<file path="src/rtl/cnn_pkg.sv">
// Shared definitions for the CNN datapath stages: default lane geometry and
// small elaboration-time helpers for slicing packed lane vectors.
package cnn_pkg;

  localparam int unsigned DATA_SIZE  = 16;
  localparam int unsigned ARRAY_SIZE = 9;

  function automatic int unsigned cnt_w(input int unsigned pool_len);
    return $clog2(pool_len + 1);
  endfunction

  // LSB position of a lane inside a packed vector of equal-width lanes.
  function automatic int unsigned lane_lsb(input int unsigned lane, input int unsigned width);
    return lane * width;
  endfunction

endpackage

</file>
<file path="src/rtl/lane_relu_max.sv">
// One pooling lane: combinational ReLU followed by a running signed-max register.
module lane_relu_max
  import cnn_pkg::*;
#(
  parameter int unsigned data_size = DATA_SIZE
) (
  input  logic                 clk,
  input  logic                 reset,
  input  logic                 relu_en,
  input  logic                 load,
  input  logic                 first,
  input  logic [data_size-1:0] in_lane,
  output logic [data_size-1:0] max_next
);

  logic [data_size-1:0] r;
  logic [data_size-1:0] max_q;

  // max_next is the post-beat maximum; the top captures it directly on a window close.
  always_comb begin
    r        = (relu_en && in_lane[data_size-1]) ? '0 : in_lane;
    max_next = max_q;
    if (load) begin
      if (first || ($signed(r) > $signed(max_q))) begin
        max_next = r;
      end
    end
  end

  always_ff @(posedge clk) begin
    if (!reset) begin
      max_q <= '0;
    end else begin
      max_q <= max_next;
    end
  end

endmodule

</file>
<file path="src/rtl/relu_maxpool_stage.sv">
// ReLU + 1-D max-pool over pool_len accepted beats, with a single-entry
// valid/ready output register and flush support for partial windows.
module relu_maxpool_stage
  import cnn_pkg::*;
#(
  parameter int unsigned data_size  = DATA_SIZE,
  parameter int unsigned array_size = ARRAY_SIZE,
  parameter int unsigned pool_len   = 4
) (
  input  logic                            clk,
  input  logic                            reset,
  input  logic                            relu_en,
  input  logic                            in_valid,
  input  logic [array_size*data_size-1:0] in_data,
  output logic                            in_ready,
  input  logic                            flush,
  output logic                            out_valid,
  output logic [array_size*data_size-1:0] out_data,
  input  logic                            out_ready,
  output logic [cnt_w(pool_len)-1:0]      win_cnt
);

  localparam int unsigned          CNT_W = cnt_w(pool_len);
  localparam logic [CNT_W-1:0]     LAST  = CNT_W'(pool_len - 1);

  logic                            pending_flush;
  logic                            slot_free;
  logic                            accept;
  logic                            flush_req;
  logic                            flush_has_data;
  logic                            close;
  logic [array_size*data_size-1:0] lane_next;

  always_comb begin
    slot_free      = !out_valid || out_ready;
    in_ready       = !pending_flush && (slot_free || (win_cnt != LAST));
    accept         = in_valid && in_ready;
    flush_req      = flush || pending_flush;
    flush_has_data = (win_cnt != '0) || accept;
    // A full-window close implies a free slot, since in_ready gates the last beat on it.
    close          = (accept && (win_cnt == LAST)) || (flush_req && flush_has_data && slot_free);
  end

  for (genvar i = 0; i < array_size; i++) begin : g_lane
    lane_relu_max #(
      .data_size(data_size)
    ) u_lane (
      .clk     (clk),
      .reset   (reset),
      .relu_en (relu_en),
      .load    (accept),
      .first   (win_cnt == '0),
      .in_lane (in_data[lane_lsb(i, data_size) +: data_size]),
      .max_next(lane_next[lane_lsb(i, data_size) +: data_size])
    );
  end

  always_ff @(posedge clk) begin
    if (!reset) begin
      win_cnt       <= '0;
      pending_flush <= 1'b0;
      out_valid     <= 1'b0;
      out_data      <= '0;
    end else if (close) begin
      out_data      <= lane_next;
      out_valid     <= 1'b1;
      win_cnt       <= '0;
      pending_flush <= 1'b0;
    end else begin
      if (out_ready) begin
        out_valid <= 1'b0;
      end
      if (accept) begin
        win_cnt <= win_cnt + CNT_W'(1);
      end
      pending_flush <= flush_req && flush_has_data;
    end
  end

endmodule
</file>
<file path="config.mk">
export PLATFORM = sky130hd
export DESIGN_NAME = relu_maxpool_stage
export DESIGN_NICKNAME = d
export VERILOG_FILES = /design/src/rtl/cnn_pkg.sv /design/src/rtl/lane_relu_max.sv /design/src/rtl/relu_maxpool_stage.sv
export SDC_FILE = /design/constraint.sdc
export NUM_CORES = 1
export LEC_CHECK = 0
export ABC_CLOCK_PERIOD_IN_PS = 3570
export BUFFER_PORTS_ARGS = -buffer_cell sky130_fd_sc_hd__buf_4
export CAP_MARGIN = 20
export CORE_ASPECT_RATIO = 0.8
export CORE_MARGIN = 3
export CORE_UTILIZATION = 56
export DETAILED_ROUTE_END_ITERATION = 10
export GPL_TIMING_DRIVEN = 0
export PLACE_DENSITY = 0.81
export SETUP_SLACK_MARGIN = 0.3
export SYNTH_ARGS = -nofsm -noshare
export SYNTH_HDL_FRONTEND = slang
export SYNTH_SLANG_ARGS = --single-unit
</file>
<file path="constraint.sdc">
create_clock -name clk -period 3.57 [get_ports clk]
set_input_delay 0.357 -clock clk [delete_from_list [all_inputs] [get_ports clk]]
set_output_delay 0.357 -clock clk [all_outputs]
set_load 0.03 [all_outputs]
</file>
==> impl_metrics.toml <==
[job]
drv_cap = 0

[drt]
drt_iter0_drc = 816
avgViaCountPerCell = 5.51
drc = 0
dr.pass1.iters = 5
vias = 13800
finalWirelength_um = 44100
wl_per_cell_um = 17.6
ant_nets = 0

[status]
status = "finished clean"

[yosys]
ys_seq_elements = 293
synthFlopType = "dfxtp_1"
netlist.area_leader.share_pct = 38.7
avgSynthCellArea_um2 = 8.53
synthTopCellsByArea = "dfxtp_1 39%, ha_1 12%, mux2i_1 7.0%, nand2_1 5.2%, and2_1 4.3%"
async_flop_share_pct = 0
syn_inst = 1777
yosys.area.top_type = "dfxtp_1"
synth_edf_count = 0
synthesis.nets = 2074
yosysSeqAreaShare_pct = 38.7
synth_cell_types = 73
yosysWarnings = 0
synth_area_mm2 = 0.0152

[grt]
grt_overflow = 0
grt_max_degree = 15
grt.total_usage_pct = 28.9
grt_pass1_wl_um = 69000
antenna_found_initial = 3
grt_pass1_vias = 13500

[sta]
rsz0062_at_grt = "no"
finalClockSkew_ps = 8.87
worstMarginPinSlew_ps = 822
final.period_utilization_pct = 89.7
fmax_mhz = 312
final-max-slew-violation-count = 0
holdWs_ps = 135
slew_headroom_pct = 45.2
final-hold-violation-count = 0
min_period_ps = 3200
setup_violations = 0

[critical_path]
critPathMaxStageDelay_ps = 580
cp.depth = 13
path_cells = "buf_4 -> buf_6 -> nand2_1 -> clkbuf_2 -> and2_1 -> ha_1 -> nand3_1 -> or4b_1 -> and4_4 -> xor2_4 -> buf_6 -> o31a_1 -> o211ai_2"
crit_family = "simple AND/OR/NAND/NOR gates"
cpMaxStageDelayCell = "or4b_1"
crit_top_cell = "buf_6"
startpoint_type = "primary input"
reg2regPathDepth = 9
critPathCaptureType = "flop"
crit_arrival_ps = 3680
crit_buf_inv = 4
crit_fanout = 10
critical_path_class = "primary input to flop"
cp.required_ps = 4050

[clock_tree]
ctsLongestPathBuffers = 3
cts_made_buffers = 30
cts_root_buf = "clkbuf_16"
cts_tree = "built"
cts_sinks = 293
cts_hold_buf = 0
worstSkewPairLatency_ps = 550
htreeDepth = 1
clk_pin_slew_ps = 60

[placement]
place_area_mm2 = 0.0178
dp_hpwl_um = 32900
gp_congestion = 0.891
io_buffers = 297

[layout]
final_util_pct = 72.4
finalInstanceArea_mm2 = 0.0191
fin_nets = 2419
drive_gt1_share_pct = 20.9
area_delta_synth_final_pct = 26.3

[pwr]
irDropWorstVdd_uv = 474
p_leak_nw = 8.39
p_per_area_mw_per_mm2 = 487

[die]
die_h_um = 153
initial_core_util_pct = 57.3
core_area_mm2 = 0.0265
die_area_mm2 = 0.0291
num_rows = 53
die_w_um = 190
io_pins = 299

[worst_hold_path]
hold_depth = 3
min_path_type = "primary input to flop"
[registers in the layout, summed over array words and instances, names as in the netlist]
name and flops:
out_valid 1, win_cnt 3, pending_flush 1, out_data 144, g_lane.u_lane.max_q 144
[kinds of logic (layout without fill, tap and decap cells)]
logic type | count (synthesis) | in the layout | share of synthesized area, %
AOI/OAI and AO/OA | 348 | 348 | 14.8
and+or+nand+nor | 609 | 609 | 19.3
other | 0 | 1 | 0
xor gates and xnor gates | 2 | 2 | 0.239
adders and majority gates | 147 | 147 | 12.1
DFF | 293 | 293 | 38.7
muxes | 115 | 115 | 7.76
buffers and inverters | 263 | 632 | 7.07
[path summary, 6_finish.rpt]
path                              start                                   end  slack (ps)
max                             relu_en             out_data[60]$_SDFFE_PN0P_         370
min reg2reg  out_data[120]$_SDFFE_PN0P_            out_data[120]$_SDFFE_PN0P_         450
min                         in_data[48]  g_lane[3].u_lane.max_q[0]$_SDFF_PN0_         130
max reg2reg     win_cnt[1]$_SDFFE_PP0P_             out_data[58]$_SDFFE_PN0P_         460
[cells in the final DEF, fill, tap and decap left out, drive strengths merged, types with 11 or more instances in the layout]
cell	count
a211oi	11
a21o	15
a21oi	72
and2	114
buf	343
clkbuf	105
dfxtp	293
ha	147
inv	168
mux2i	108
nand2	210
nand3	30
nand4	40
nor2	144
nor2b	17
nor3	12
o211ai	40
o21ai	143
o311ai	16
o31a	15
or3	17
[routing by layer]
metal  global-route usage (%)  vias up  routed length (um)
met1                     38.6     6465               19200
met3                     7.06       86                3810
li1                         -     6766                   -
met4                     9.08        4                1300
met5                        0        -                  27
met2                     46.3      476               19700
[cells in the mapped netlist (9+ instances only)]
master	number
dfxtp_1	293
nand2_1	209
inv_1	168
ha_1	147
nor2_1	144
o21ai_0	125
mux2i_1	106
and2_1	104
a21oi_1	66
clkbuf_1	64
nand4_1	40
nand3_1	30
o211ai_1	30
buf_2	17
nor2b_1	17
o21ai_1	17
or3_1	17
o311ai_0	16
a21o_1	15
o31a_1	15
nor3_1	12
a211oi_1	10
and2_2	9
o211ai_2	9
[where the power goes]
group,internal (mW),total [mW],switching [mW]
Clock,2.07,3.41,1.34
Combinational,0.909,2.27,1.36
Sequential,3.51,3.64,0.134
[through the flow]
stage | setup TNS, ps | instances | total power [mW] | worst slack (ps)
2_1_floorplan | 0 | 1777 | 5.13 | 353
3_3_place_gp | -174280 | 2431 | 5.80 | -1080
3_5_place_dp | -194270 | 2431 | 5.87 | -1130
4_1_cts | 0 | 2487 | 9.27 | 234
5_1_grt | 0 | 2504 | 9.72 | 297
6_report | 0 | 2504 | 9.32 | 369
[layout make-up]
cell class              count  area [um2]
diodes                      1        2.50
plain buffers              95         465
clock buffers              40         870
clock inverters            16         210
fillers                  2042        7310
inverters                 168         631
multi-input cells        1221        8290
flip-flops and latches    293        5870
well taps                 357         447
repair buffers            313        2360
[timing repair]
item / in CTS / in global routing
setup buffers: 0 / 16
resized for setup: 7 / 20
setup endpoints to repair: 278 / 200
pin swaps: 0 / 4
[worst min-delay path: stages]
cell and delay (ps):
buf_4 130, nand4_1 80, a21oi_1 60
No activity file was read; power rests on OpenSTA's default activity.
